**src/rtl/ty_axis_pkg.sv**
```systemverilog
// ty_axis_pkg: shared constants and helpers for the ty_axis_join slice.
//   TY_MAX_CHANNELS    - upper bound on joined channels
//   TY_MAX_DATA_WIDTH  - upper bound on one channel beat width
//   ty_ptr_width()     - width of FIFO pointers/counts (one extra bit so a
//                        full FIFO's count of C_DEPTH is representable)
package ty_axis_pkg;

  localparam int TY_MAX_CHANNELS   = 8;
  localparam int TY_MAX_DATA_WIDTH = 512;

  function automatic int ty_ptr_width(input int depth);
    return $clog2(depth) + 1;
  endfunction

endpackage

```
**src/rtl/ty_axis_join_if.sv**
```systemverilog
// ty_axis_join_if: bundle of the per-channel input streams, the joined
// output stream and the occupancy debug bus.
//   slave  - view of the join block (consumes s_*, m_tready; drives the rest)
//   master - view of the surrounding logic (sources s_*, sinks m_*)
interface ty_axis_join_if #(
  parameter int C_DATA_WIDTH   = 32,
  parameter int C_NUM_CHANNELS = 2,
  parameter int C_DEPTH        = 4
);

  logic [C_NUM_CHANNELS-1:0]                        s_tvalid;
  logic [C_NUM_CHANNELS-1:0][C_DATA_WIDTH-1:0]      s_tdata;
  logic [C_NUM_CHANNELS-1:0]                        s_tready;
  logic                                             m_tvalid;
  logic [C_NUM_CHANNELS-1:0][C_DATA_WIDTH-1:0]      m_tdata;
  logic                                             m_tready;
  logic [C_NUM_CHANNELS-1:0][$clog2(C_DEPTH):0]     m_occupancy;

  modport slave (
    input  s_tvalid, s_tdata, m_tready,
    output s_tready, m_tvalid, m_tdata, m_occupancy
  );

  modport master (
    output s_tvalid, s_tdata, m_tready,
    input  s_tready, m_tvalid, m_tdata, m_occupancy
  );

endinterface

```
**src/rtl/ty_axis_fifo.sv**
```systemverilog
// ty_axis_fifo: single-channel FIFO used by ty_axis_join.
//   aclk/areset - clock, asynchronous active-high reset (clears storage too)
//   push        - write push_data (ignored when full)
//   pop         - advance the head (ignored when empty)
//   head_data   - combinational read of the entry at the read pointer
//   full/empty  - count == C_DEPTH / count == 0
//   count       - number of stored entries
module ty_axis_fifo
  import ty_axis_pkg::*;
#(
  parameter int C_DATA_WIDTH = 32,
  parameter int C_DEPTH      = 4
) (
  input  logic                       aclk,
  input  logic                       areset,
  input  logic                       push,
  input  logic [C_DATA_WIDTH-1:0]    push_data,
  input  logic                       pop,
  output logic [C_DATA_WIDTH-1:0]    head_data,
  output logic                       full,
  output logic                       empty,
  output logic [$clog2(C_DEPTH):0]   count
);

  localparam int PTR_W = ty_ptr_width(C_DEPTH);
  localparam int IDX_W = $clog2(C_DEPTH);

  typedef logic [C_DATA_WIDTH-1:0] ty_beat_t;

  ty_beat_t          mem_q [C_DEPTH];
  ty_beat_t          mem_d [C_DEPTH];
  logic [PTR_W-1:0]  wr_ptr_q, wr_ptr_d;
  logic [PTR_W-1:0]  rd_ptr_q, rd_ptr_d;
  logic [PTR_W-1:0]  count_q, count_d;
  logic              do_push, do_pop;

  assign full      = (count_q == PTR_W'(C_DEPTH));
  assign empty     = (count_q == '0);
  assign do_push   = push && !full;
  assign do_pop    = pop && !empty;
  assign count     = count_q;
  // Pointers run over 2*C_DEPTH; only the low bits address storage.
  assign head_data = mem_q[rd_ptr_q[IDX_W-1:0]];

  always_comb begin
    mem_d    = mem_q;
    wr_ptr_d = wr_ptr_q;
    rd_ptr_d = rd_ptr_q;
    count_d  = count_q;
    if (do_push) begin
      mem_d[wr_ptr_q[IDX_W-1:0]] = push_data;
      wr_ptr_d = wr_ptr_q + PTR_W'(1);
    end
    if (do_pop) begin
      rd_ptr_d = rd_ptr_q + PTR_W'(1);
    end
    // Count is kept separately; a simultaneous push and pop leaves it alone.
    case ({do_push, do_pop})
      2'b10:   count_d = count_q + PTR_W'(1);
      2'b01:   count_d = count_q - PTR_W'(1);
      default: count_d = count_q;
    endcase
  end

  always_ff @(posedge aclk or posedge areset) begin
    if (areset) begin
      for (int i = 0; i < C_DEPTH; i++) begin
        mem_q[i] <= '0;
      end
      wr_ptr_q <= '0;
      rd_ptr_q <= '0;
      count_q  <= '0;
    end else begin
      mem_q    <= mem_d;
      wr_ptr_q <= wr_ptr_d;
      rd_ptr_q <= rd_ptr_d;
      count_q  <= count_d;
    end
  end

endmodule

```
**src/rtl/ty_axis_join.sv**
```systemverilog
// ty_axis_join: per-channel elastic input stage that joins C_NUM_CHANNELS
// independent AXI4-Stream inputs into one aligned, all-valid stream.
//   aclk   - single clock, rising edge
//   areset - asynchronous active-high reset; discards all buffered beats
//   axis   - ty_axis_join_if.slave: s_tvalid/s_tdata/s_tready per channel,
//            joined m_tvalid/m_tdata/m_tready, per-channel m_occupancy
// Each channel has its own FIFO; the joined beat is valid only when every
// FIFO holds data, and all FIFOs pop together so beats pair by arrival index.
module ty_axis_join
  import ty_axis_pkg::*;
#(
  parameter int C_DATA_WIDTH   = 32,
  parameter int C_NUM_CHANNELS = 2,
  parameter int C_DEPTH        = 4
) (
  input  logic           aclk,
  input  logic           areset,
  ty_axis_join_if.slave  axis
);

  if (C_NUM_CHANNELS < 1 || C_NUM_CHANNELS > TY_MAX_CHANNELS) begin : g_bad_channels
    $error("ty_axis_join: C_NUM_CHANNELS out of range");
  end
  if (C_DATA_WIDTH < 1 || C_DATA_WIDTH > TY_MAX_DATA_WIDTH) begin : g_bad_width
    $error("ty_axis_join: C_DATA_WIDTH out of range");
  end
  if (C_DEPTH < 2 || (C_DEPTH & (C_DEPTH - 1)) != 0) begin : g_bad_depth
    $error("ty_axis_join: C_DEPTH must be a power of two >= 2");
  end

  logic [C_NUM_CHANNELS-1:0] push;
  logic [C_NUM_CHANNELS-1:0] full;
  logic [C_NUM_CHANNELS-1:0] empty;
  logic                      pop;

  generate
    for (genvar gi = 0; gi < C_NUM_CHANNELS; gi++) begin : g_ch
      // Ready depends only on local state and reset: a full channel stays
      // not-ready even in a cycle where the shared pop frees an entry.
      assign axis.s_tready[gi] = !full[gi] && !areset;
      assign push[gi]          = axis.s_tvalid[gi] && axis.s_tready[gi];

      ty_axis_fifo #(
        .C_DATA_WIDTH (C_DATA_WIDTH),
        .C_DEPTH      (C_DEPTH)
      ) u_fifo (
        .aclk      (aclk),
        .areset    (areset),
        .push      (push[gi]),
        .push_data (axis.s_tdata[gi]),
        .pop       (pop),
        .head_data (axis.m_tdata[gi]),
        .full      (full[gi]),
        .empty     (empty[gi]),
        .count     (axis.m_occupancy[gi])
      );
    end
  endgenerate

  // Join: valid only when every channel holds its next beat.
  assign axis.m_tvalid = ~|empty;
  // Shared pop keeps the channels paired by arrival index.
  assign pop = axis.m_tvalid && axis.m_tready;

endmodule

```
**src/flat_wrapper.sv**
```systemverilog
// flat-port wrapper written by rule: the top's interface ports become plain ports
module ty_axis_join_flat import ty_axis_pkg::*;
#(
  parameter int C_DATA_WIDTH   = 32,
  parameter int C_NUM_CHANNELS = 2,
  parameter int C_DEPTH        = 4
)
  (aclk, areset, axis_s_tvalid, axis_s_tdata, axis_m_tready, axis_s_tready, axis_m_tvalid, axis_m_tdata, axis_m_occupancy);
  ty_axis_join_if #(.C_DATA_WIDTH(C_DATA_WIDTH), .C_NUM_CHANNELS(C_NUM_CHANNELS), .C_DEPTH(C_DEPTH)) axis_i ();
  input  logic aclk;
  input  logic areset;
  input wire logic [$bits(axis_i.s_tvalid)-1:0] axis_s_tvalid;
  input wire logic [$bits(axis_i.s_tdata)-1:0] axis_s_tdata;
  input wire logic [$bits(axis_i.m_tready)-1:0] axis_m_tready;
  output wire logic [$bits(axis_i.s_tready)-1:0] axis_s_tready;
  output wire logic [$bits(axis_i.m_tvalid)-1:0] axis_m_tvalid;
  output wire logic [$bits(axis_i.m_tdata)-1:0] axis_m_tdata;
  output wire logic [$bits(axis_i.m_occupancy)-1:0] axis_m_occupancy;
  assign axis_i.s_tvalid = axis_s_tvalid;
  assign axis_i.s_tdata = axis_s_tdata;
  assign axis_i.m_tready = axis_m_tready;
  assign axis_s_tready = axis_i.s_tready;
  assign axis_m_tvalid = axis_i.m_tvalid;
  assign axis_m_tdata = axis_i.m_tdata;
  assign axis_m_occupancy = axis_i.m_occupancy;
  ty_axis_join #(.C_DATA_WIDTH(C_DATA_WIDTH), .C_NUM_CHANNELS(C_NUM_CHANNELS), .C_DEPTH(C_DEPTH)) u_core (.aclk(aclk), .areset(areset), .axis(axis_i));
endmodule
```
**config.mk**
```make
export PLATFORM = sky130hd
export DESIGN_NAME = ty_axis_join_flat
export DESIGN_NICKNAME = d
export VERILOG_FILES = /design/src/rtl/ty_axis_pkg.sv /design/src/rtl/ty_axis_join_if.sv /design/src/rtl/ty_axis_fifo.sv /design/src/rtl/ty_axis_join.sv /design/src/flat_wrapper.sv
export SDC_FILE = /design/constraint.sdc
export NUM_CORES = 1
export LEC_CHECK = 0
export ABC_AREA = 1
export CAP_MARGIN = 20
export CORE_ASPECT_RATIO = 1.1
export CORE_MARGIN = 2
export CORE_UTILIZATION = 30
export DETAILED_ROUTE_END_ITERATION = 6
export GPL_ROUTABILITY_DRIVEN = 1
export PLACE_DENSITY = 0.59
export SYNTH_ARGS = -nofsm -noshare
export SYNTH_HDL_FRONTEND = slang
export SYNTH_SLANG_ARGS = --single-unit
```
**constraint.sdc**
```tcl
create_clock -name aclk -period 6.8 [get_ports aclk]
set_input_delay 1.7 -clock aclk [delete_from_list [all_inputs] [get_ports aclk]]
set_output_delay 1.7 -clock aclk [all_outputs]
set_load 0.01 [all_outputs]
```
### Word-level counts from Yosys, hierarchy flattened

Index checks and enable logic that the tools add are counted.

| word-level totals | value |
|---|---|
| word-level logic and storage cells | 74 |
| input bits | 69 |
| register bits | 274 |
| output and inout port bits | 73 |

| cells by class | value |
|---|---|
| add/sub/neg operators | 8 |
| order comparisons | 6 |
| bitwise logic cells | 4 |
| reduce and logical (&&, ||, !) cells | 22 |
| muxes and demuxes | 14 |
| eq/ne operators | 6 |

Operators with widths:

| cell | number |
|---|---|
| bitwise mux 128 bit | 2 |
| two-way mux 32 bit | 6 |
| binary-select mux 32 bit (select 2 bit) | 2 |
| demux 32 bit (select 2 bit) | 2 |
| adder 3 x 1 -> 3 bit, second input constant | 6 |
| greater-or-equal comparator 3 bit, second input constant | 4 |
| NOT 2 -> 3 bit | 4 |
| case mux 3 bit (2 select lines) | 2 |
| logical AND 1 bit | 11 |
| == test 3 bit, second input constant | 2 |
| logical NOT 1 bit | 6 |
| logical NOT 3 bit | 2 |
| less-than comparator 3 x 1 -> 1 bit, second input constant | 2 |
| subtractor 3 x 1 -> 3 bit, second input constant | 2 |
| == test 2 x 1 -> 1 bit, second input constant | 2 |
| == test 2 bit, second input constant | 2 |
| nonzero test 2 bit | 2 |
| OR reduction 2 bit | 1 |

### Longest topological paths before layout

Gate-level depths: netlist of the first run.

| depth | value |
|---|---|
| word-level depth | 7 |
| depth in mapped cells | 11 |
| gate-level depth less buffers | 11 |

### Hierarchy

Synthesis of the first run repeated with hierarchy kept, for this count alone.

| unflattened totals | value |
|---|---|
| cells, all modules | 1701 |
| area total of the unflattened synthesis | 13499.2 um2 |

By module, submodules not included:

| module | area each (um2) | seq. area each (um2) | cells an instance | times used |
|---|---|---|---|---|
| ty_axis_fifo | 6711.4 | 3378.2 | 842 | 2 |
| ty_axis_join | 76.3 | 0.0 | 17 | 1 |

### Worst setup path after synthesis of the first run

Ideal clock, no wire load.

| timing path | value |
|---|---|
| kind | input port to flip-flop |
| start | in areset |
| end | reg u_core.g_ch[1].u_fifo.mem_q[100] (netlist name) |
| setup time | 119 ps |
| required time | 6681 ps |
| slack | 532 ps |
| arrival | 6150 ps |
| cell stages on the path | 5 |
| buffers on the path | 1 |
| cell sequence | inv_2 nand4_1 buf_6 nand2_1 nand2_1 |

| between the ends | value |
|---|---|
| word-level cells in the longest chain between the ends | 4 |

Ends and longest elaborated chain:

| what | line | text |
|---|---|---|
| start, declared | flat_wrapper.sv:11 | `input logic areset;` |
| logical NOT 1 bit | ty_axis_join.sv:40 | `assign axis.s_tready[gi] = !full[gi] && !areset;` |
| logical AND 1 bit | ty_axis_join.sv:40 |  |
| logical AND 1 bit | ty_axis_join.sv:41 | `assign push[gi] = axis.s_tvalid[gi] && axis.s_tready[gi];` |
| logical AND 1 bit | ty_axis_fifo.sv:39 | `assign do_push = push && !full;` |
| end signal, assigned | ty_axis_fifo.sv:74 | `mem_q <= mem_d;` |
| end, declared | ty_axis_fifo.sv:30 | `ty_beat_t mem_q [C_DEPTH];` |

Every way passes these cells.
A chain may end at the register's enable or synchronous reset.

### Worst setup path in the final report of the first run

| timing path | value |
|---|---|
| start | in areset |
| end | out axis_s_tready[1] |

| between the ends | value |
|---|---|
| word-level cells in the longest chain between the ends | 2 |

Ends and longest elaborated chain:

| what | line | text |
|---|---|---|
| logical NOT 1 bit | ty_axis_join.sv:40 |  |
| logical AND 1 bit | ty_axis_join.sv:40 |  |
| end, declared | flat_wrapper.sv:15 | `output wire logic [$bits(axis_i.s_tready)-1:0] axis_s_tready;` |

Every way passes these cells.

==> summary.txt, run 1 <==
Run status
  • Outcome: finished clean

Worst setup path
  • Reg2reg path depth: 5
  • WP depth: 4
  • Crit path kind: in -> out
  • Setup slack, reg-to-reg: 3.98 ns
  • Largest delay share family, worst path: buffers and inverters
  • Crit path DAT: 3.55 ns
  • CP max stage delay: 0.66 ns
  • CP startpoint kind: input port
  • Worst-path maximum fanout: 33
  • Crit end category: primary output
  • Slowest cell on crit path: clkdlybuf4s50_1
  • Buf/Inv on CP: 3
  • RR Startpoint: u_core.g_ch[0].u_fifo.wr_ptr_q[0]$_DFFE_PP0P_
  • Crit path required time: 5.10 ns
  • Worst path cell trace: clkdlybuf4s50_1 -> a21oi_4 -> buf_4 -> clkdlybuf4s50_1
  • Crit-path most repeated cell: clkdlybuf4s50_1
  • RR Endpoint: u_core.g_ch[0].u_fifo.mem_q[3]$_DFFE_PP0P_

Logic synthesis
  • Asr flop ratio synth: 100%
  • Yosys Warn Count: 0
  • Share of the synthesized area in the top cell type: 51.8%
  • Yosys reg bits: 270
  • Netlist cell types: 20
  • Syn avg cell area: 8.11 um^2
  • Synth area leader: dfrtp_1
  • Synth Flop Type: dfrtp_1
  • Simple-gate portion of the synthesized area: 32.5%
  • Largest family of logic cells by synthesized area: simple AND/OR/NAND/NOR gates
  • Post-synthesis compound-gate area fraction: 8.30%
  • Adder-Cell Fraction of Synth Area: 1.27%
  • Most frequent cell after synthesis: nand2_1
  • Synth top cells by count: 546 x nand2_1, 270 x dfrtp_1, 264 x nand4_1
  • Mux contribution to synthesized area: 0%
  • Cells after Synth: 1609
  • Post-Syn Area: 0.0130 mm^2
  • Register area share after synthesis: 51.8%
  • Synth top area cells: dfrtp_1 52%, nand2_1 16%, nand4_1 13%, o21ai_0 5.0%, nor2_1 3.9%
  • Syn_nets: 1690
  • Number of flops mapped to enable cells by yosys: 0
  • XOR/XNOR Fraction of Synth Area: 0.403%

Floorplan
  • Num rows: 80
  • Die footprint: 0.0452 mm^2
  • Die height: 223 um
  • Initial Util: 30.2%
  • IO Pins: 142
  • Die Wd: 203 um
  • Core area: 0.0431 mm^2

Finish
  • Layout cell share with drive strength beyond 1: 5.89%
  • Number of fill cells in the layout: 4363
  • Multi-input logic area: 0.00556 mm^2
  • Design area: 0.0159 mm^2
  • Sequential cell area: 0.00676 mm^2
  • Synthesis-to-finish area growth: 22.0%
  • Final net count: 1738

Routing
  • Vias: 12.1k
  • Wire length per cell: 19.0 um
  • Initial DRC Count: 1113
  • DRC: 0
  • Met1 Wirelength: 18200 um
  • Vias per cell: 5.38
  • Post-DRT Antenna Nets: 0
  • Wire length on met3: 3110 um
  • Top Layer Used: met5
  • Total wire length: 42900 um
  • WL met2: 20400 um
  • First-pass DRT Iterations: 5

Clocking
  • Number of setup buffers added after CTS: 0
  • Post-cts hold buffer count: 0
  • Root Driver: clkbuf_16
  • Cts repair resizes: 0
  • Clock transition at path regs: 0.05 ns
  • Clock Sinks: 270
  • CTS buffer count: 34
  • CTS tree: done
  • Insertion delay to the later sink of the worst-skew pair: 0.54 ns
  • H-tree levels: 2
  • Max clock buf depth: 3

STA
  • Min Tclk post-route: 5.25 ns
  • Setup TNS: 0 ns
  • Unrepaired setup endpoints after global routing: false
  • Final hold viol count: 0
  • F_max: 190 MHz
  • Final setup vio count: 0
  • Max transition margin: 29.6%
  • Clk_skew: 0.00824 ns
  • Max-slew violation count: 0
  • Crit share post-route: 77.3%
  • Worst-margin pin slew: 1.06 ns

Global route
  • Initial antenna violation count: 2
  • Overall routing resource usage: 18.9%
  • First-pass GRT wire length: 68100 um
  • Vias in the first global route: 12.1k
  • Largest net degree at the start of global routing: 101
  • Remaining Overflow, GRT: 0

Hold path
  • Hold_sp: u_core.g_ch[1].u_fifo.mem_q[34]$_DFFE_PP0P_
  • Hold Path End: u_core.g_ch[1].u_fifo.mem_q[34]$_DFFE_PP0P_
  • Hold WC Path Type: reg -> reg
  • Hold Path Depth: 2

Power
  • Share of power burned in registers: 32.6%
  • Switching share of power: 40.5%
  • Pwr/cell area: 529 mW/mm^2
  • Leakage power: 7.56 nW
  • Sw Pwr: 0.00341 W
  • Worst vdd ir: 0.000275 V
  • Clk network pwr share: 22.4%
  • Power share of the combinational group: 44.9%
  • Total internal power: 0.00501 W

Placement
  • Cell Area, Placed: 0.0147 mm^2
  • Hpwl dp: 22800 um
  • Routability cong.: 0.775
  • Port Buffers: 141

Flow run
  • Max Cap Viol: 0
worst min-delay path, stage by stage (launching register included):
cell     delay, ns
dfrtp_1       0.33
nand2_1       0.05
nand2_1       0.05
layout make-up:
class	instances	share of cell area (%)
clock inverter	11	1.01
inverter	19	0.495
tap	574	4.51
timing repair buffer	168	10.3
antenna	1	0.0157
sequential	270	42.5
clock buffer	49	6.27
multi-input combinational	1164	34.9
through the flow:
stage	setup WS (ns)	util [%]	power, W	cells	hold WS (ns)
global route	1.50	36.9	0.00903	2256	0.489
CTS	1.55	36.8	0.00847	2253	0.476
finish	1.55	36.9	0.00842	2256	0.472
floorplan	0.532	-	0.00490	1609	0.444
global placement	1.55	34.1	0.00646	2193	0.457
detailed placement	1.54	34.1	0.00653	2193	0.461
cell usage in the layout, fill, tap and decap left out:
master | Yosys | layout
ha_1 | 10 | 2
nor2_2 | 2 | 2
o21ai_0 | 130 | 130
inv_2 | 1 | 2
inv_6 | 0 | 1
clkinvlp_4 | 0 | 1
ha_2 | 0 | 8
xor2_1 | 4 | 4
clkbuf_1 | 96 | 7
nand3_1 | 4 | 4
a21oi_4 | 2 | 2
dfrtp_2 | 0 | 2
buf_16 | 0 | 1
nor2_1 | 134 | 134
buf_12 | 0 | 1
buf_4 | 3 | 27
dfrtp_1 | 270 | 268
inv_8 | 0 | 1
clkinv_2 | 0 | 5
fa_1 | 2 | 2
o22ai_1 | 64 | 64
diode_2 | 0 | 1
nand2_1 | 546 | 546
xnor2_1 | 2 | 2
clkdlybuf4s50_1 | 0 | 139
clkbuf_16 | 0 | 35
bufinv_16 | 0 | 4
nand4_1 | 264 | 264
clkbuf_8 | 0 | 7
inv_1 | 18 | 16
how the worst max path moves through the flow:
stage	slack (ns)	endpoint	start
finish	1.55	axis_s_tready[1]	areset
global route	1.50	axis_s_tready[1]	areset
CTS	1.55	axis_s_tready[1]	areset
detailed placement	1.54	axis_s_tready[1]	areset
global placement	1.55	axis_s_tready[1]	areset
floorplan	0.53	u_core.g_ch[1].u_fifo.mem_q[100]$_DFFE_PP0P_	areset
metal layers:
layer	up-vias	global-route usage [%]
met5	-	0
met4	2	7.44
met2	443	31.1
met1	6002	24.5
met3	82	3.67
li1	5614	-
power by group through the flow:
stage               clock network [W]  logic [W]  registers (W)
finish                        0.00189    0.00378        0.00275
global route                  0.00200    0.00420        0.00283
CTS                           0.00194    0.00380        0.00274
detailed placement                  0    0.00378        0.00275
global placement                    0    0.00373        0.00273
floorplan                           0    0.00224        0.00267
flip-flops by register name, summed over array words and instances, names as in the netlist:
signal                       cells
u_core.g_ch.u_fifo.count         6
u_core.g_ch.u_fifo.mem_q       256
u_core.g_ch.u_fifo.rd_ptr_q      4
u_core.g_ch.u_fifo.wr_ptr_q      4
cell families after synthesis:
logic type	Yosys count
compound gates	196
buf+inv	175
flops	270
fa+ha+maj	12
xor+xnor	6
simple gates	950
No activity file was read; power rests on OpenSTA's default activity.
==> run 2, diff against run 1 <==
--- a/config.mk
+++ b/config.mk
@@ -12,7 +12,7 @@
 export CORE_UTILIZATION = 30
 export DETAILED_ROUTE_END_ITERATION = 6
 export GPL_ROUTABILITY_DRIVEN = 1
-export PLACE_DENSITY = 0.59
+export PLACE_DENSITY = 0.6
 export SYNTH_ARGS = -nofsm -noshare
 export SYNTH_HDL_FRONTEND = slang
 export SYNTH_SLANG_ARGS = --single-unit
==> constraint.sdc (replaced) <==
create_clock -name aclk -period 4.7 [get_ports aclk]
set_input_delay 1.175 -clock aclk [delete_from_list [all_inputs] [get_ports aclk]]
set_output_delay 1.175 -clock aclk [all_outputs]
set_load 0.01 [all_outputs]
==> run 2 against run 1 <==
  * Die area did not move
  * Worst hold slack better by 0.00096 ns
  * Power grew 39%
  * Largest cell class unchanged
  * Final cell count about the same
  * Routed wire length is 0.68% lower
  * Critical path type unchanged
  * Flip-flop and latch count is the same
  * Sequential power up 44%
  * Sequential share of layout area up 0.50 points
  * Combinational power increased by 45%
  * Global-route usage decreased by 0.18 points
  * Highest routed layer unchanged
==> summary.txt, run 2 (synthesized netlist as in run 1, its figures left out) <==
Clocking
  • Number of setup buffers added after CTS: 0
  • Insertion delay to the later sink of the worst-skew pair: 0.57 ns
  • CTS tree: done
  • Post-cts hold buffer count: 0
  • Clock Sinks: 270
  • H-tree levels: 1
  • Cts repair resizes: 0
  • Root Driver: clkbuf_16
  • Clock transition at path regs: 0.06 ns
  • CTS buffer count: 31
  • Max clock buf depth: 3

Placement
  • Hpwl dp: 23400 um
  • Port Buffers: 141
  • Setup WS pre-CTS: 0.793 ns
  • Routability cong.: 0.773

Worst setup path
  • Worst-path maximum fanout: 3
  • Crit-path most repeated cell: clkdlybuf4s50_1
  • Setup slack, reg-to-reg: 2.12 ns
  • Reg2reg path depth: 5
  • Crit path kind: in -> out
  • RR Startpoint: u_core.g_ch[0].u_fifo.wr_ptr_q[0]$_DFFE_PP0P_
  • Worst path cell trace: clkdlybuf4s50_1 -> a21oi_4 -> clkdlybuf4s50_1
  • Crit end category: primary output
  • Crit path required time: 3.52 ns
  • Slowest cell on crit path: clkdlybuf4s50_1
  • CP max stage delay: 0.63 ns
  • CP startpoint kind: input port
  • RR Endpoint: u_core.g_ch[0].u_fifo.mem_q[6]$_DFFE_PP0P_
  • Crit path DAT: 2.73 ns

Routing
  • Wire length per cell: 18.9 um
  • First-pass DRT Iterations: 5
  • WL met2: 20200 um
  • DRC: 0
  • Vias per cell: 5.41
  • Post-DRT Antenna Nets: 0
  • Wire length on met3: 3700 um
  • Total wire length: 42600 um
  • Vias: 12.2k
  • Initial DRC Count: 1329
  • Top Layer Used: met5
  • Met1 Wirelength: 17700 um

Hold path
  • Hold_sp: u_core.g_ch[1].u_fifo.mem_q[73]$_DFFE_PP0P_
  • Hold Path Depth: 2
  • Hold WC Path Type: reg -> reg
  • Hold Path End: u_core.g_ch[1].u_fifo.mem_q[73]$_DFFE_PP0P_

Floorplan
  • Die height: 223 um
  • IO Pins: 142
  • Die footprint: 0.0452 mm^2
  • Core area: 0.0431 mm^2
  • Initial Util: 30.2%
  • Num rows: 80
  • Die Wd: 203 um

Power
  • Power share of the combinational group: 46.8%
  • Pwr/cell area: 745 mW/mm^2
  • Sw Pwr: 0.00486 W
  • Clk network pwr share: 19.3%
  • Leakage power: 7.50 nW
  • Switching share of power: 41.5%
  • Share of power burned in registers: 33.9%
  • Worst vdd ir: 0.000358 V
  • Total power: 0.0117 W
  • Total internal power: 0.00685 W

Finish
  • Synthesis-to-finish area growth: 20.6%
  • Max reg flops: 256
  • Number of fill cells in the layout: 4386
  • Final net count: 1742
  • Most frequent cells in the layout: 546 x nand2_1, 268 x dfrtp_1, 264 x nand4_1
  • Layout cell share with drive strength beyond 1: 5.65%
  • Top reg by flops: u_core.g_ch.u_fifo.mem_q
  • Commonest non-fill, non-tap cell in the layout: nand2_1

STA
  • Worst setup margin: 0.791 ns
  • F_max: 256 MHz
  • Min Tclk post-route: 3.91 ns
  • Final setup vio count: 0
  • Worst-margin pin slew: 0.939 ns
  • Setup TNS: 0 ns
  • Max-slew violation count: 0
  • Max transition margin: 37.4%
  • Unrepaired setup endpoints after global routing: false
  • Crit share post-route: 83.2%
  • Final hold viol count: 0
  • Clk_skew: 0.00853 ns

Run status
  • Outcome: finished clean

Global route
  • Largest net degree at the start of global routing: 127
  • Initial antenna violation count: 3
  • Vias in the first global route: 12.2k
  • Remaining Overflow, GRT: 0
  • Overall routing resource usage: 18.7%
  • First-pass GRT wire length: 68400 um

Flow run
  • Max Cap Viol: 0
[run 2: cell count changes in the layout (fill, tap and decap cells not counted), moves of 3 or more]
cell	delta
buf_4	+7
clkinv_2	+7
clkbuf_8	-5
clkbuf_16	-4
ha_1	+4
ha_2	-4
bufinv_16	-3
[run 2: critical path, delay by kind of cell]
family                 cells  cell delay (ns)
buffers and inverters      2             1.22
AOI/OAI and AO/OA          1             0.33
[run 2: final cells by class]
class                           instances  area, um^2  area share [%]
Antenna cell                            2        5.00          0.0318
Clock inverter                         13        90.1           0.573
Timing Repair Buffer                  175        1690            10.8
Clock buffer                           41         833            5.30
Multi-Input combinational cell       1164        5550            35.3
Inverter                               19        83.8           0.533
Tap cell                              574         718            4.57
Sequential cell                       270        6760            43.0
[run 2: worst max-delay path by stage]
stage / startpoint / endpoint / slack, ns / cells after the start
2_1_floorplan: areset / u_core.g_ch[1].u_fifo.mem_q[100]$_DFFE_PP0P_ / 0.48 / 5
3_3_place_gp: areset / axis_s_tready[0] / 0.78 / 3
3_5_place_dp: areset / axis_s_tready[0] / 0.79 / 3
4_1_cts: u_core.g_ch[1].u_fifo.rd_ptr_q[0]$_DFFE_PP0P_ / axis_m_tdata[63] / 0.76 / 5
5_1_grt: u_core.g_ch[1].u_fifo.rd_ptr_q[0]$_DFFE_PP0P_ / axis_m_tdata[62] / 0.64 / 5
6_report: areset / axis_s_tready[0] / 0.79 / 3
[run 2: metrics by stage]
stage	hold WS, ns	std cells	cell area, um^2	util, %
5_1_grt	0.491	2258	15700	36.5
6_report	0.473	2258	15700	36.5
2_1_floorplan	0.444	1609	13100	-
4_1_cts	0.476	2255	15700	36.4
3_5_place_dp	0.460	2201	14800	34.2
3_3_place_gp	0.457	2201	14800	34.2
[run 2: per-layer routing]
layer	vias up	global-route usage [%]
li1	5615	-
met1	5980	25.2
met2	540	30.2
met3	76	4.15
met4	2	5.49
met5	-	0
[run 2: power groups by stage]
stage          Clock (W)  Combinational (W)  Sequential [W]
4_1_cts          0.00231            0.00553         0.00396
3_3_place_gp           0            0.00544         0.00395
6_report         0.00226            0.00549         0.00397
2_1_floorplan          0            0.00324         0.00385
3_5_place_dp           0            0.00550         0.00398
5_1_grt          0.00241            0.00612         0.00409
